===== src/rtl/load_store_unit_pkg.sv =====
// Shared CPU types: data/bool typedefs, ALU and memory-op enums, and store-lane helpers.
package load_store_unit_pkg;

    localparam int unsigned XLEN   = 32;
    localparam int unsigned RD_W   = 5;
    localparam int unsigned STRB_W = XLEN / 8;

    typedef logic [XLEN-1:0] data_t;
    typedef logic            bool_t;

    typedef enum logic [3:0] {
        ALU_ADD, ALU_SUB, ALU_AND, ALU_OR, ALU_XOR,
        ALU_SLL, ALU_SRL, ALU_SRA, ALU_SLT, ALU_SLTU
    } alu_op_e;

    typedef enum logic [1:0] {
        MEM_NONE  = 2'd0,
        MEM_LOAD  = 2'd1,
        MEM_STORE = 2'd2
    } mem_op_e;

    typedef enum logic [1:0] {
        SIZE_BYTE = 2'd0,
        SIZE_HALF = 2'd1,
        SIZE_WORD = 2'd2
    } mem_size_e;

    // Size 3 is treated as a word everywhere.
    function automatic bool_t is_misaligned(logic [1:0] size, logic [1:0] off);
        case (size)
            SIZE_BYTE: is_misaligned = 1'b0;
            SIZE_HALF: is_misaligned = off[0];
            default:   is_misaligned = (off != 2'b00);
        endcase
    endfunction

    function automatic logic [STRB_W-1:0] store_strb(logic [1:0] size, logic [1:0] off);
        case (size)
            SIZE_BYTE: store_strb = STRB_W'(4'b0001 << off);
            SIZE_HALF: store_strb = STRB_W'(4'b0011 << off);
            default:   store_strb = 4'b1111;
        endcase
    endfunction

    function automatic data_t store_lanes(logic [1:0] size, data_t d);
        case (size)
            SIZE_BYTE: store_lanes = {4{d[7:0]}};
            SIZE_HALF: store_lanes = {2{d[15:0]}};
            default:   store_lanes = d;
        endcase
    endfunction

endpackage


===== src/rtl/load_align.sv =====
// Picks the addressed lane out of a bus read word and sign/zero-extends it.
module load_align
    import load_store_unit_pkg::*;
(
    input  logic [31:0] rdata,
    input  logic [1:0]  off,
    input  logic [1:0]  size,
    input  logic        is_unsigned,
    output logic [31:0] data
);

    logic [31:0] lane;

    assign lane = rdata >> {off, 3'b000};

    always_comb begin
        data = lane;
        case (size)
            SIZE_BYTE: data = {{24{~is_unsigned & lane[7]}}, lane[7:0]};
            SIZE_HALF: data = {{16{~is_unsigned & lane[15]}}, lane[15:0]};
            default:   data = lane;
        endcase
    end

endmodule


===== src/rtl/load_store_unit.sv =====
// Single-outstanding load/store unit between the ALU stage and writeback,
// with a request/grant memory bus, misalignment faults and a read timeout.
module load_store_unit
    import load_store_unit_pkg::*;
#(
    parameter int unsigned BUS_TIMEOUT = 16
) (
    input  logic        clk,
    input  logic        reset,
    input  logic        in_valid,
    output logic        in_ready,
    input  logic [31:0] alu_res,
    input  logic [31:0] store_data,
    input  logic [1:0]  mem_op,
    input  logic [1:0]  mem_size,
    input  logic        mem_unsigned,
    input  logic [4:0]  rd,
    output logic        out_valid,
    input  logic        out_ready,
    output logic [31:0] out_data,
    output logic [4:0]  out_rd,
    output logic        out_fault,
    output logic        bus_req,
    output logic        bus_we,
    output logic [31:0] bus_addr,
    output logic [31:0] bus_wdata,
    output logic [3:0]  bus_wstrb,
    input  logic        bus_gnt,
    input  logic        bus_rvalid,
    input  logic [31:0] bus_rdata
);

    localparam int unsigned CNT_W = $clog2(BUS_TIMEOUT + 1);

    typedef enum logic [1:0] {S_IDLE, S_REQ, S_WAIT, S_DONE} state_e;

    state_e           state_q;
    logic             store_q;
    logic [1:0]       size_q;
    logic             uns_q;
    logic [1:0]       off_q;
    logic [RD_W-1:0]  rd_q;
    logic [CNT_W-1:0] cnt_q;

    logic             out_valid_q;
    data_t            out_data_q;
    logic [RD_W-1:0]  out_rd_q;
    logic             out_fault_q;
    logic             bus_req_q;
    logic             bus_we_q;
    data_t            bus_addr_q;
    data_t            bus_wdata_q;
    logic [STRB_W-1:0] bus_wstrb_q;

    mem_op_e          op_c;
    logic             is_mem_c;
    logic             is_store_c;
    data_t            load_data_c;

    assign op_c       = mem_op_e'(mem_op);
    assign is_store_c = (op_c == MEM_STORE);
    assign is_mem_c   = (op_c == MEM_LOAD) || is_store_c;

    load_align u_load_align (
        .rdata       (bus_rdata),
        .off         (off_q),
        .size        (size_q),
        .is_unsigned (uns_q),
        .data        (load_data_c)
    );

    // Reset is folded in so in_ready drops the instant reset rises.
    assign in_ready  = (state_q == S_IDLE) & ~reset;

    assign out_valid = out_valid_q;
    assign out_data  = out_data_q;
    assign out_rd    = out_rd_q;
    assign out_fault = out_fault_q;
    assign bus_req   = bus_req_q;
    assign bus_we    = bus_we_q;
    assign bus_addr  = bus_addr_q;
    assign bus_wdata = bus_wdata_q;
    assign bus_wstrb = bus_wstrb_q;

    always_ff @(posedge clk or posedge reset) begin
        if (reset) begin
            state_q     <= S_IDLE;
            store_q     <= 1'b0;
            size_q      <= 2'b00;
            uns_q       <= 1'b0;
            off_q       <= 2'b00;
            rd_q        <= '0;
            cnt_q       <= '0;
            out_valid_q <= 1'b0;
            out_data_q  <= '0;
            out_rd_q    <= '0;
            out_fault_q <= 1'b0;
            bus_req_q   <= 1'b0;
            bus_we_q    <= 1'b0;
            bus_addr_q  <= '0;
            bus_wdata_q <= '0;
            bus_wstrb_q <= '0;
        end else begin
            unique case (state_q)
                S_IDLE: begin
                    if (in_valid) begin
                        store_q <= is_store_c;
                        size_q  <= mem_size;
                        uns_q   <= mem_unsigned;
                        off_q   <= alu_res[1:0];
                        rd_q    <= rd;
                        if (!is_mem_c) begin
                            state_q     <= S_DONE;
                            out_valid_q <= 1'b1;
                            out_data_q  <= alu_res;
                            out_rd_q    <= rd;
                            out_fault_q <= 1'b0;
                        end else if (is_misaligned(mem_size, alu_res[1:0])) begin
                            state_q     <= S_DONE;
                            out_valid_q <= 1'b1;
                            out_data_q  <= '0;
                            out_rd_q    <= is_store_c ? '0 : rd;
                            out_fault_q <= 1'b1;
                        end else begin
                            state_q     <= S_REQ;
                            bus_req_q   <= 1'b1;
                            bus_we_q    <= is_store_c;
                            bus_addr_q  <= {alu_res[31:2], 2'b00};
                            bus_wdata_q <= is_store_c ? store_lanes(mem_size, store_data) : '0;
                            bus_wstrb_q <= is_store_c ? store_strb(mem_size, alu_res[1:0]) : '0;
                        end
                    end
                end
                S_REQ: begin
                    if (bus_gnt) begin
                        bus_req_q   <= 1'b0;
                        bus_we_q    <= 1'b0;
                        bus_wstrb_q <= '0;
                        if (store_q) begin
                            state_q     <= S_DONE;
                            out_valid_q <= 1'b1;
                            out_data_q  <= '0;
                            out_rd_q    <= '0;
                            out_fault_q <= 1'b0;
                        end else begin
                            state_q <= S_WAIT;
                            cnt_q   <= '0;
                        end
                    end
                end
                S_WAIT: begin
                    // A response in the final counted cycle still beats the timeout.
                    if (bus_rvalid) begin
                        state_q     <= S_DONE;
                        out_valid_q <= 1'b1;
                        out_data_q  <= load_data_c;
                        out_rd_q    <= rd_q;
                        out_fault_q <= 1'b0;
                    end else if (cnt_q == CNT_W'(BUS_TIMEOUT - 1)) begin
                        state_q     <= S_DONE;
                        out_valid_q <= 1'b1;
                        out_data_q  <= '0;
                        out_rd_q    <= rd_q;
                        out_fault_q <= 1'b1;
                    end else begin
                        cnt_q <= cnt_q + CNT_W'(1);
                    end
                end
                S_DONE: begin
                    if (out_ready) begin
                        state_q     <= S_IDLE;
                        out_valid_q <= 1'b0;
                    end
                end
                default: state_q <= S_IDLE;
            endcase
        end
    end

endmodule

===== config.mk =====
export PLATFORM = sky130hd
export DESIGN_NAME = load_store_unit
export DESIGN_NICKNAME = d
export VERILOG_FILES = /design/src/rtl/load_store_unit_pkg.sv /design/src/rtl/load_align.sv /design/src/rtl/load_store_unit.sv
export SDC_FILE = /design/constraint.sdc
export NUM_CORES = 1
export LEC_CHECK = 0
export CORE_MARGIN = 1.5
export CORE_UTILIZATION = 40
export CTS_CLUSTER_SIZE = 20
export DETAILED_ROUTE_END_ITERATION = 10
export GPL_TIMING_DRIVEN = 0
export PLACE_DENSITY = 0.72
export SLEW_MARGIN = 20
export SYNTH_ARGS = -nofsm -noshare
export SYNTH_HDL_FRONTEND = slang
export SYNTH_SLANG_ARGS = --single-unit
export TNS_END_PERCENT = 50

===== constraint.sdc =====
create_clock -name clk -period 4.55 [get_ports clk]
set_input_delay 0.455 -clock clk [delete_from_list [all_inputs] [get_ports clk]]
set_output_delay 0.455 -clock clk [all_outputs]
set_load 0.005 [all_outputs]

* Yosys cells after proc, flatten, opt, wreduce, memory -nomap -nowiden
Cells that the tools add are included.
** Operators by class
- Add/sub/neg operators :: 1
- Equality and inequality tests :: 19
- Shift operators :: 3
- Multiplexer cells :: 69
- Bitwise logic cells :: 6
- Reductions and logical operators :: 15
** Operators with widths (count)
- $mux 32 :: 8
- $pmux 32 s2 :: 2
- $pmux 32 s3 :: 1
- $mux 5 :: 12
- $shr 32x5->32 :: 1
- $mux 1 :: 24
- $mux 4 :: 5
- $ne 2x2->1 const B :: 9
- $pmux 4 s2 :: 2
- $pmux 5 s3 :: 1
- $mux 2 :: 7
- $reduce_and 6->1 :: 2
- $pmux 5 s2 :: 1
- $reduce_and 5->1 :: 2
- $eq 2x1->1 const B :: 4
- $pmux 2 s4 :: 1
- $reduce_and 4->1 :: 2
- $eq 2x2->1 const B :: 3
- $logic_not 2->1 :: 3
- $pmux 1 s2 :: 3
- $reduce_bool 2->1 :: 3
- $add 5x1->5 const B :: 1
- $eq 5x4->1 const B :: 1
- $pmux 1 s4 :: 1
- 10 further kinds :: 14
** Word-level totals
- Bits in registers :: 125
- Input bits :: 112
- Output and inout port bits :: 110

* Longest topological paths before layout
- Depth in word-level cells :: 9
- Mapped depth :: 10
- Depth with buffers taken out :: 7

* Cells and area by module
A second synthesis with hierarchy kept.
** Second synthesis, totals
- Cell total of the unflattened synthesis :: 541
- Area, all modules :: 6575.1 um2
** By module, submodules not included
- load_store_unit :: times used 1, cells each 438, area an instance 5806.8 um2, seq. area each 3128.0 um2
- load_align :: times used 1, cells each 103, area an instance 768.2 um2, seq. area each 0.0 um2

* Least setup slack after synthesis
Ideal clock, no wire load.
- Kind :: register -> register
- Start :: reg state_q[1]
- End :: reg out_rd_q[0] (netlist: out_rd[0])
- Library setup time :: 0.127 ns
- Arrival :: 2.255 ns
- Data required time :: 4.423 ns
- Path slack :: 2.167 ns
- Stages on the path, launching flop included :: 10
- Path buffers :: 3
- Period minus slack after synthesis :: 2.383 ns
- Path through :: dfrtp_1 inv_1 ha_1 buf_2 nor2b_1 or4_4 nor3_2 buf_6 buf_6 mux2_1
** Between the ends
- Word-level cells in the longest chain between the ends :: 3
- Elaborated cells between the ends (all ways) :: 11
** Ends and longest elaborated chain
- start, declared :: RTL line load_store_unit.sv:37 : state_e state_q;
- start signal, assigned :: RTL line load_store_unit.sv:87 : state_q <= S_IDLE;
- start signal, assigned :: RTL line load_store_unit.sv:113 : state_q <= S_DONE;
- start signal, assigned :: RTL line load_store_unit.sv:119 : state_q <= S_DONE;
- $eq 2x2->1, or another cell as far along :: RTL line load_store_unit.sv:104 : unique case (state_q)
- $ne 3x3->1 (no line), or another cell as far along
- $reduce_and 6->1 (no line)
- end signal, assigned :: RTL line load_store_unit.sv:116 : out_rd_q <= rd;
- end signal, assigned :: RTL line load_store_unit.sv:122 : out_rd_q <= is_store_c ? '0 : rd;
- end signal, assigned :: RTL line load_store_unit.sv:157 : out_rd_q <= rd_q;
- end, declared :: RTL line load_store_unit.sv:47 : logic [RD_W-1:0] out_rd_q;
Several ways; a longest one is shown, not always the timed one.
A chain may end at the register's enable or synchronous reset.

* Worst setup path after layout
- Start :: reg state_q[1]
- End :: reg out_rd_q[1] (netlist: out_rd[1])
The elaborated chain is that of the path after synthesis.

==> impl_results.md <==
* Register bit count reported by yosys at 125
* GR peak layer: met2
* Fin nets at 875
* Share of cells above drive strength 1 at 0.156
* Post-DP HPWL at 15300 um
* Core Box Area at 0.0153 mm2
* Grt met1 use at 0.328
* Initial Util at 0.412
* Multi-input gate area at 0.00293 mm2
* Area after DPL at 0.00879 mm2
* Crit path time final at 2.67 ns
* Tcrit/Tclk final at 0.587
* Power density over cell area at 635 mW/mm2
* RSZ-0062 raised after global routing: no
* Post-synth EDFFs at 0
* Yosys top cell by area: dfrtp_1
* CP Max Fanout at 10
* Via Count at 5449
* Final-report setup violation count at 0
* Yosys warns at 0
* Antenna Cells at 0
* Post-route ant nets at 0
* Cells after Synth at 514
* Synth top area share at 0.497
* Syn avg cell area at 12.2 um2
* DRT Pass-1 Iters at 5
* Total CTS buffers at 17
* Initial antenna violation count at 0
* Worst Hold Class: reg -> reg
* Pin count of the biggest net entering global routing at 75
* Critical Path RT at 4.85 ns
* VDD IR max at 0.316 mV
* Number of max-cap violations at 0
* Fillcell total at 1279
* Via-to-Cell Ratio at 5.57
* Starting DRT DRC Count at 294
* Reg-to-reg slack, setup at 1.88 ns
* Top_reg_cell synth: dfrtp_1
* # DRC at 0
* # H-tree levels at 4
* Worst clock skew at 0.00861 ns
* Synth top area cells: dfrtp_1 (50%), mux2_2 (10%), mux2i_1 (4.9%)
* M2 GR Usage at 0.412
* Final GP Congestion at 0.864
* LEAKAGE at 3.96 nW
* First-pass GRT wire length at 31500 um
* Max-slew violations at 0
* RR Endpoint: out_rd[1]$_DFFE_PP0P_
* Hold Path Origin: bus_we$_DFFE_PP0P_
* # resized after CTS at 0
* IO Pins at 222
* Total GRT Usage at 0.252
* Clk root buf: clkbuf_16
* Clock Latency Late Sink at 0.42 ns
* WL final at 20300 um
* Synth cell types at 44
* Routed len/inst at 20.7 um
* FF/Latch Area at 0.00313 mm2
* CTS tree: built
* Final instance area at 0.00934 mm2
* GR Util met3 at 0.0549
* Layout area overhead at 48.4%
* Clk slew on worst S/H paths at 0.06 ns
* Final hold violations at 0
* Setup crit start kind: register
* Die width at 128 um
* Number of global-route vias before repair at 5656
* CP Capture Type: register
* Min-Delay Path Depth at 1
* Worst-Margin Slew at 0.967 ns
* Most frequent cells after synthesis: dfrtp_1 (125), mux2_2 (58), a22o_1 (35), a31oi_1 (32), mux2i_1 (31)
* FP Rows at 45
* Mapped Area at 0.00629 mm2
* Hold buffer count at CTS at 0
* Async S/R FF share, synth at 1.00
* Port bufs at 219
* Worst rel slew slack at 0.353
* Die height at 128 um
* Min-Delay Endpoint: bus_we$_DFFE_PP0P_
* CTS Buffer Depth at 2
* Die area at 0.0165 mm2
* Total gr overflow at 0
* Most frequent cell after synthesis: dfrtp_1
* Critical R2R Launch: state_q[1]$_DFFE_PP0P_
* R2r worst-path depth at 9
* Pwr Total at 5.93 mW
* Post-CTS Setup Inserts at 0
* Critical path type: reg -> reg
* Max Clk Rate at 375 MHz
* Clock sink total at 125
* Arrival time at the worst endpoint at 2.97 ns
* Post-synthesis sequential area ratio at 0.497
* Status: complete, no violations
[cells in the final DEF, fill, tap and decap left out, types with 17 or more instances in the layout]
master	netlist	layout
clkbuf_16	0	17
mux2i_1	31	31
a22oi_1	17	17
clkbuf_1	20	23
mux2_2	58	58
a31oi_1	32	32
dfrtp_1	125	125
clkdlybuf4s50_1	0	219
a22o_1	35	35
o21ai_0	18	18
[flip-flops by register name, summed over array words and instances (netlist names)]
signal	flops
rd_q	5
state_q	2
out_valid	1
size_q	2
bus_wdata	32
bus_we	1
out_data	32
out_rd	5
store_q	1
off_q	2
bus_addr	30
out_fault	1
bus_wstrb	4
bus_req	1
cnt_q	5
uns_q	1
[routing by layer]
layer | part of all wire | vias up
li1 | - | 2456
met1 | 0.43 | 2748
met2 | 0.48 | 204
met3 | 0.060 | 41
met4 | 0.027 | 0
met5 | 0 | -
[power by group]
group	total [mW]	internal (mW)	switching, mW
Clock	1.28	0.778	0.506
Sequential	1.83	1.57	0.260
Combinational	2.82	1.59	1.23
[worst max path at each step]
stage                                       from                   endpoint  depth (start not counted)
final                     state_q[1]$_DFFE_PP0P_      out_rd[1]$_DFFE_PP0P_                          9
after global routing      state_q[1]$_DFFE_PP0P_   out_data[23]$_DFFE_PP0P_                          8
after CTS                 state_q[1]$_DFFE_PP0P_      out_rd[1]$_DFFE_PP0P_                          9
after floorplan                            reset   bus_addr[10]$_DFFE_PP0P_                          1
after detailed placement              alu_res[1]  bus_wdata[18]$_DFFE_PP0P_                          7
after global placement                     reset   bus_addr[17]$_DFFE_PP0P_                          2
[kinds of logic after synthesis]
family	synth area share
AO/OA/AOI/OAI	0.185
adder cells (fa/ha/maj)	0.0179
buffers and inverters	0.0380
flip-flops	0.497
multiplexers	0.205
other	0.000596
AND/OR/NAND/NOR	0.0567
[metrics by stage]
step,cells,hold slack (ns),utilization,setup WS (ns),TNS [ns]
5_1_grt,978,0.500,0.612,1.65,0
4_1_cts,978,0.478,0.612,1.87,0
2_1_floorplan,515,0.465,-,0.767,0
6_report,978,0.473,0.612,1.88,0
3_5_place_dp,946,0.465,0.576,1.51,0
3_3_place_gp,945,0.468,0.574,-1.00,-124.28
[worst max-delay path, stage by stage (launching register included)]
cell and delay [ns]:
dfrtp_1 0.44, inv_1 0.12, ha_1 0.20, buf_2 0.17, nor2b_1 0.18, or4_4 0.56, nor3_2 0.18, buf_6 0.21
buf_6 0.17, mux2_1 0.33
[area by class of cell]
cell class / instances / share of cell area
Buffer: 41 / 0.0216
Clock buffer: 22 / 0.0497
Clock inverter: 10 / 0.00978
Inverter: 10 / 0.00455
Multi-Input combinational cell: 339 / 0.314
Sequential cell: 125 / 0.335
Tap cell: 211 / 0.0283
Timing Repair Buffer: 220 / 0.238
Power figures use the tool's default switching activity.
==> edit 1, RTL diff (same flow settings) <==
Register the output `out_fault` once more, with the module's reset; this adds one clock of latency there. The other outputs are not delayed to match.
--- a/src/rtl/load_store_unit.sv
+++ b/src/rtl/load_store_unit.sv
@@ -75,7 +75,13 @@
     assign out_valid = out_valid_q;
     assign out_data  = out_data_q;
     assign out_rd    = out_rd_q;
-    assign out_fault = out_fault_q;
+    always_ff @(posedge clk or posedge reset) begin
+        if (reset) begin
+            out_fault <= '0;
+        end else begin
+            out_fault <= out_fault_q;
+        end
+    end
     assign bus_req   = bus_req_q;
     assign bus_we    = bus_we_q;
     assign bus_addr  = bus_addr_q;
Check against the original RTL: not equivalent (a bounded check fails within 4 cycles, from zero or initial values and one cycle with reset high).
==> edit 1 against the original RTL <==
Sequential share of layout area hardly changed; power rose by 2.6%; synthesized area grew 0.40%; sequential cell count increased by 1; global-route usage decreased by 0.52 points; combinational power about the same; largest power group unchanged; highest routed layer unchanged; design area grew 0.88%; worst setup slack gained 0.025 ns; routed wire length is 0.39% lower; largest cell class unchanged; die area increased by 0.39%; via count rose by 0.94%; critical path type unchanged.
==> edit 1: results (changes against the original RTL) <==
Routing
  • Antenna violation net count after detailed routing: 0 (unchanged)
  • Uppermost routed layer: met4
  • Drt via density: 5.618 (+0.83%)
  • Total Wirelength: 20200 um (-0.39%)
  • Wl on met1: 8689 um (about the same)
  • Drt first pass iters: 5 (unchanged)
  • Metal3 WL: 1244 um (+1.6%)
  • Initial drt markers: 423 (+44%)
  • Met2 WL: 9824 um (about the same)

Outcome
  • Status: complete, no violations

Pwr
  • Net Sw Frac: 32.70% (-0.97 points)
  • Peak VDD IR: 0.3194 mV (+1.1%)
  • PD cells: 645.9 nW/um^2 (+1.7%)
  • Leakage: 4.005 nW (+1.2%)

Clocking
  • Clock transition at the registers of the reported paths: 0.06 ns (about the same)
  • Clock buffer depth: 2 (unchanged)
  • Post-CTS sizing: 0 (unchanged)
  • Cts bufs inserted: 17 (unchanged)
  • Worst-Skew Late Latency: 0.41 ns
  • Clock root buffer: clkbuf_16
  • Setup bufs post-CTS: 0 (unchanged)

Place
  • Gpl congestion: 0.8630 (about the same)
  • # port buffers: 219 (unchanged)
  • DP HPWL: 15440 um (+0.63%)
  • Placed Instance Area: 8811 um^2 (+0.28%)
  • Dpl cells: 947 (+0.11%)

Synthesis
  • Avg Cell Area, Syn: 12.27 um^2 (+0.20%)
  • Netlist cell types: 44 (unchanged)
  • Commonest cells post-synth: dfrtp_1, mux2_2, a22o_1
  • Post-synthesis sequential area ratio: 49.90% (+0.20 points)
  • Top cells by area, synth: dfrtp_1, mux2_2, mux2i_1
  • Synth warn: 0 (unchanged)

Worst hold path
  • Type of the worst min-delay path: reg -> reg

Setup path
  • Arrival time at the worst endpoint: 2.93 ns (-0.04 ns)
  • Largest delay share family, worst path: simple AND/OR/NAND/NOR gates
  • Crit path kind: reg -> reg
  • Slowest cell on crit path: or4_4

Global route
  • Initial antenna violation count: 0 (unchanged)
  • Largest net degree at the start of global routing: 74 (-1.3%)
  • Vias in the first global route: 5509 (-2.6%)
  • Total GRT Usage: 24.72% (-0.52 points)
  • First-pass GRT wire length: 31110 um (-1.3%)

Timing
  • Max_slew headroom: 37.54% (+2.2 points)
  • Skew final: 0.007701 ns (-0.0009056 ns)
  • # setup viols final: 0 (unchanged)

Final layout
  • Number of fill cells in the layout: 1271 (-0.63%)
  • Diodes inserted: 0 (unchanged)
  • Layout cells sized above 1: 15.76% (+0.11 points)
  • Fin cells: 979 (+0.10%)
  • Nets: 876 (+0.11%)
## edit 1: changes by cell type after synthesis, sizes merged
cell,before,now
dfrtp,125,126
## edit 1: power by group through the flow
stage | clock network, mW | registers (mW) | logic [mW]
2_1_floorplan | 0 | 1.84 | 1.49
3_3_place_gp | 0 | 1.83 | 2.73
3_5_place_dp | 0 | 1.85 | 2.81
4_1_cts | 1.45 | 1.84 | 2.82
5_1_grt | 1.51 | 1.89 | 3.03
6_report | 1.43 | 1.84 | 2.82
## edit 1: worst register-to-register path, stage by stage, from the launching register on
cell and delay (ns):
dfrtp_1 0.40, inv_1 0.12, ha_1 0.20, buf_2 0.16
nor2b_1 0.19, or4_4 0.55, nor3_2 0.19, buf_6 0.21
buf_6 0.17, mux2_1 0.33
## edit 1: cell families (layout without fill, tap and decap cells)
logic type	count (synthesis)	count (layout)	share of synthesized area [%]
AOI/OAI and AO/OA	156	156	18.42
DFF	126	126	49.90
muxes	110	110	20.42
and+or+nand+nor	62	62	5.643
buffers and inverters	51	303	3.782
adders and majority gates	9	9	1.782
other	1	2	0.05935
## edit 1: cell type report
type                            count  area share, %
Sequential cell                   126          33.46
Multi-Input combinational cell    339          31.09
Timing Repair Buffer              220          23.55
Clock buffer                       20          4.740
Tap cell                          211          2.801
Buffer                             41          2.138
Clock inverter                     12          1.766
Inverter                           10         0.4514
## edit 1: stage by stage
step	power, mW	TNS, ns	setup WS, ns
floorplan	3.333	0	0.7391
global placement	4.560	-129.23	-1.035
detailed placement	4.660	0	1.521
CTS	6.115	0	1.917
global route	6.425	0	1.713
finish	6.087	0	1.905
## edit 1: metal layers
layer / GRT usage, % / vias up
met5: 0 / -
met2: 39.48 / 231
met3: 5.114 / 29
li1: - / 2464
met1: 33.66 / 2776
met4: 8.460 / 0
## edit 1: path summary, 6_finish.rpt
path                                  start           end  slack (ns)  cells after the start
max in group asynchronous             reset  bus_wstrb[1]        3.33                      3
worst min register to register  out_fault_q     out_fault        0.37                      0
min in group asynchronous             reset   bus_addr[3]        0.50                      2
worst max-delay path             state_q[0]     out_rd[0]        1.91                      9
worst max register to register   state_q[0]     out_rd[0]        1.91                      9
worst min-delay path            out_fault_q     out_fault        0.37                      0
==> edit 2, RTL diff (config.mk and constraints unchanged) <==
Without the edit above. Re-encode `state_e` (4 states) as one-hot, 4 bits wide.
--- a/src/rtl/load_store_unit.sv
+++ b/src/rtl/load_store_unit.sv
@@ -32,7 +32,7 @@
 
     localparam int unsigned CNT_W = $clog2(BUS_TIMEOUT + 1);
 
-    typedef enum logic [1:0] {S_IDLE, S_REQ, S_WAIT, S_DONE} state_e;
+    typedef enum logic [3:0] {S_IDLE = 4'b0001, S_REQ = 4'b0010, S_WAIT = 4'b0100, S_DONE = 4'b1000} state_e;
 
     state_e           state_q;
     logic             store_q;
Function: same outputs for any inputs over 4 cycles, from zero or initial values and one cycle with reset high; so few cycles prove little.
==> edit 2 against the original RTL <==
Non-clock buffer count increased by 8; highest routed layer unchanged; design area grew 0.79%; largest power group unchanged; die area is 0.47% higher; combinational power fell by 10%; critical path depth shrank 5; worst hold slack got worse by 0.069 ns; worst setup slack worse by 0.37 ns; synthesized area grew 0.48%; routed wire length is 3.5% higher; clock power grew 8%; critical endpoint is now in_ready; sequential cell count increased by 2; power is 0.61% lower.
==> edit 2: results (changes against the original RTL) <==
Outcome
  • Status: complete, no violations

Pwr
  • Leakage: 3.915 nW (-1.1%)
  • Peak VDD IR: 0.3741 mV (+18%)
  • Internal power: 3.974 mW (+1.0%)

Setup path
  • R2R Path End: bus_wdata[14]
  • R2R setup slack: 1.81 ns (-0.07 ns)
  • Slowest cell on crit path: dfstp_2
  • FF-to-FF Start: state_q[0]
  • R2R depth: 8 (-1)

Routing
  • Initial drt markers: 412 (+40%)
  • WL/cell: 19.56 um (-5.7%)
  • Drt via density: 5.452 (-2.1%)

Place
  • DP HPWL: 15670 um (+2.1%)
  • Placed Instance Area: 8818 um^2 (+0.37%)
  • Gpl congestion: 0.9129 (+5.7%)
  • DP Worst Slack: 1.329 ns (-0.1816 ns)

Global route
  • Vias in the first global route: 5816 (+2.8%)
  • Total GRT Usage: 25.41% (+0.17 points)
  • Largest net degree at the start of global routing: 103 (+37%)
  • First-pass GRT wire length: 32080 um (+1.8%)

Clocking
  • Htree depth: 4 (unchanged)

Synthesis
  • Share of the synthesized area in the top cell type: 49.86% (+0.16 points)
  • Top cells by area, synth: dfrtp_1, mux2_2, mux2i_1
  • Post-synthesis sequential area ratio: 50.28% (+0.58 points)
  • Commonest cells post-synth: dfrtp_1, nor2_1, nand2_1

Final layout
  • Nets: 965 (+10%)
  • Layout cells sized above 1: 12.88% (-2.8 points)

Timing
  • Skew final: 0.01579 ns (+0.007184 ns)
  • Worst-Margin Slew: 0.8337 ns (-0.1337 ns)

Worst hold path
  • Type of the worst min-delay path: in -> async
==> edit 2: cell count changes in the layout (fill, tap and decap cells not counted), sizes merged, moves of 16 or more <==
| cell | delta |
|---|---|
| nor2 | +56 |
| nand2 | +46 |
| a21oi | +44 |
| a22o | -35 |
| a31oi | -30 |
| mux2 | -22 |
| o31ai | +22 |
| a221oi | +16 |
==> edit 2: per-stage QoR <==
step | hold slack, ns | std cells
finish | 0.4044 | 1073
global placement | 0.4634 | 1041
detailed placement | 0.4737 | 1042
CTS | 0.4085 | 1073
floorplan | 0.4637 | 611
global route | 0.4201 | 1073
==> edit 2: worst max-delay path by stage <==
stage	depth (start not counted)	end	from	slack [ns]
floorplan	1	bus_addr[10]	reset	0.71
global placement	2	bus_addr[21]	reset	-1.10
detailed placement	10	bus_wdata[14]	mem_op[0]	1.33
CTS	4	in_ready	state_q[0]	1.51
global route	4	in_ready	state_q[0]	1.45
finish	4	in_ready	state_q[0]	1.51
==> edit 2: power by group through the flow <==
stage | Sequential (mW) | Combinational [mW] | Clock (mW)
2_1_floorplan | 1.96 | 1.13 | 0
3_3_place_gp | 1.95 | 2.46 | 0
3_5_place_dp | 1.98 | 2.52 | 0
4_1_cts | 1.98 | 2.53 | 1.40
5_1_grt | 2.03 | 2.71 | 1.46
6_report | 1.98 | 2.53 | 1.38
==> edit 2: per-layer routing <==
metal | GRT usage (%) | wire length (um) | up-vias
li1 | - | - | 2683
met1 | 32.86 | 8826 | 2885
met2 | 42.18 | 10420 | 247
met3 | 5.073 | 1196 | 35
met4 | 9.782 | 544 | 0
met5 | 0 | 0 | -
==> edit 2: cells by family (layout without fill, tap and decap cells) <==
group | count (synthesis) | count (layout) | share of synthesized area (%)
AO/OA/AOI/OAI | 161 | 161 | 17.06
XOR/XNOR | 4 | 4 | 0.5541
adder cells (fa/ha/maj) | 3 | 3 | 0.5937
buffers and inverters | 56 | 307 | 3.918
flip-flops | 127 | 127 | 50.28
multiplexers | 90 | 90 | 15.22
other | 1 | 2 | 0.05930
AND/OR/NAND/NOR | 168 | 168 | 12.33
==> edit 2: critical path: cells and delay by family, from the launching register on <==
family                 cells  cell delay (ns)
flip-flops                 1             0.60
buffers and inverters      2             0.88
AND/OR/NAND/NOR            2             0.68
==> edit 2: area by class of cell <==
type                       instances  area (um^2)
fill                            1271         5899
sequential                       127         3179
tap                              211        264.0
inverter                           7        33.78
clock buffer                      20        456.7
buffer                            49        221.5
clock inverter                    11        140.1
timing repair buffer             220         2220
multi-input combinational        428         2900
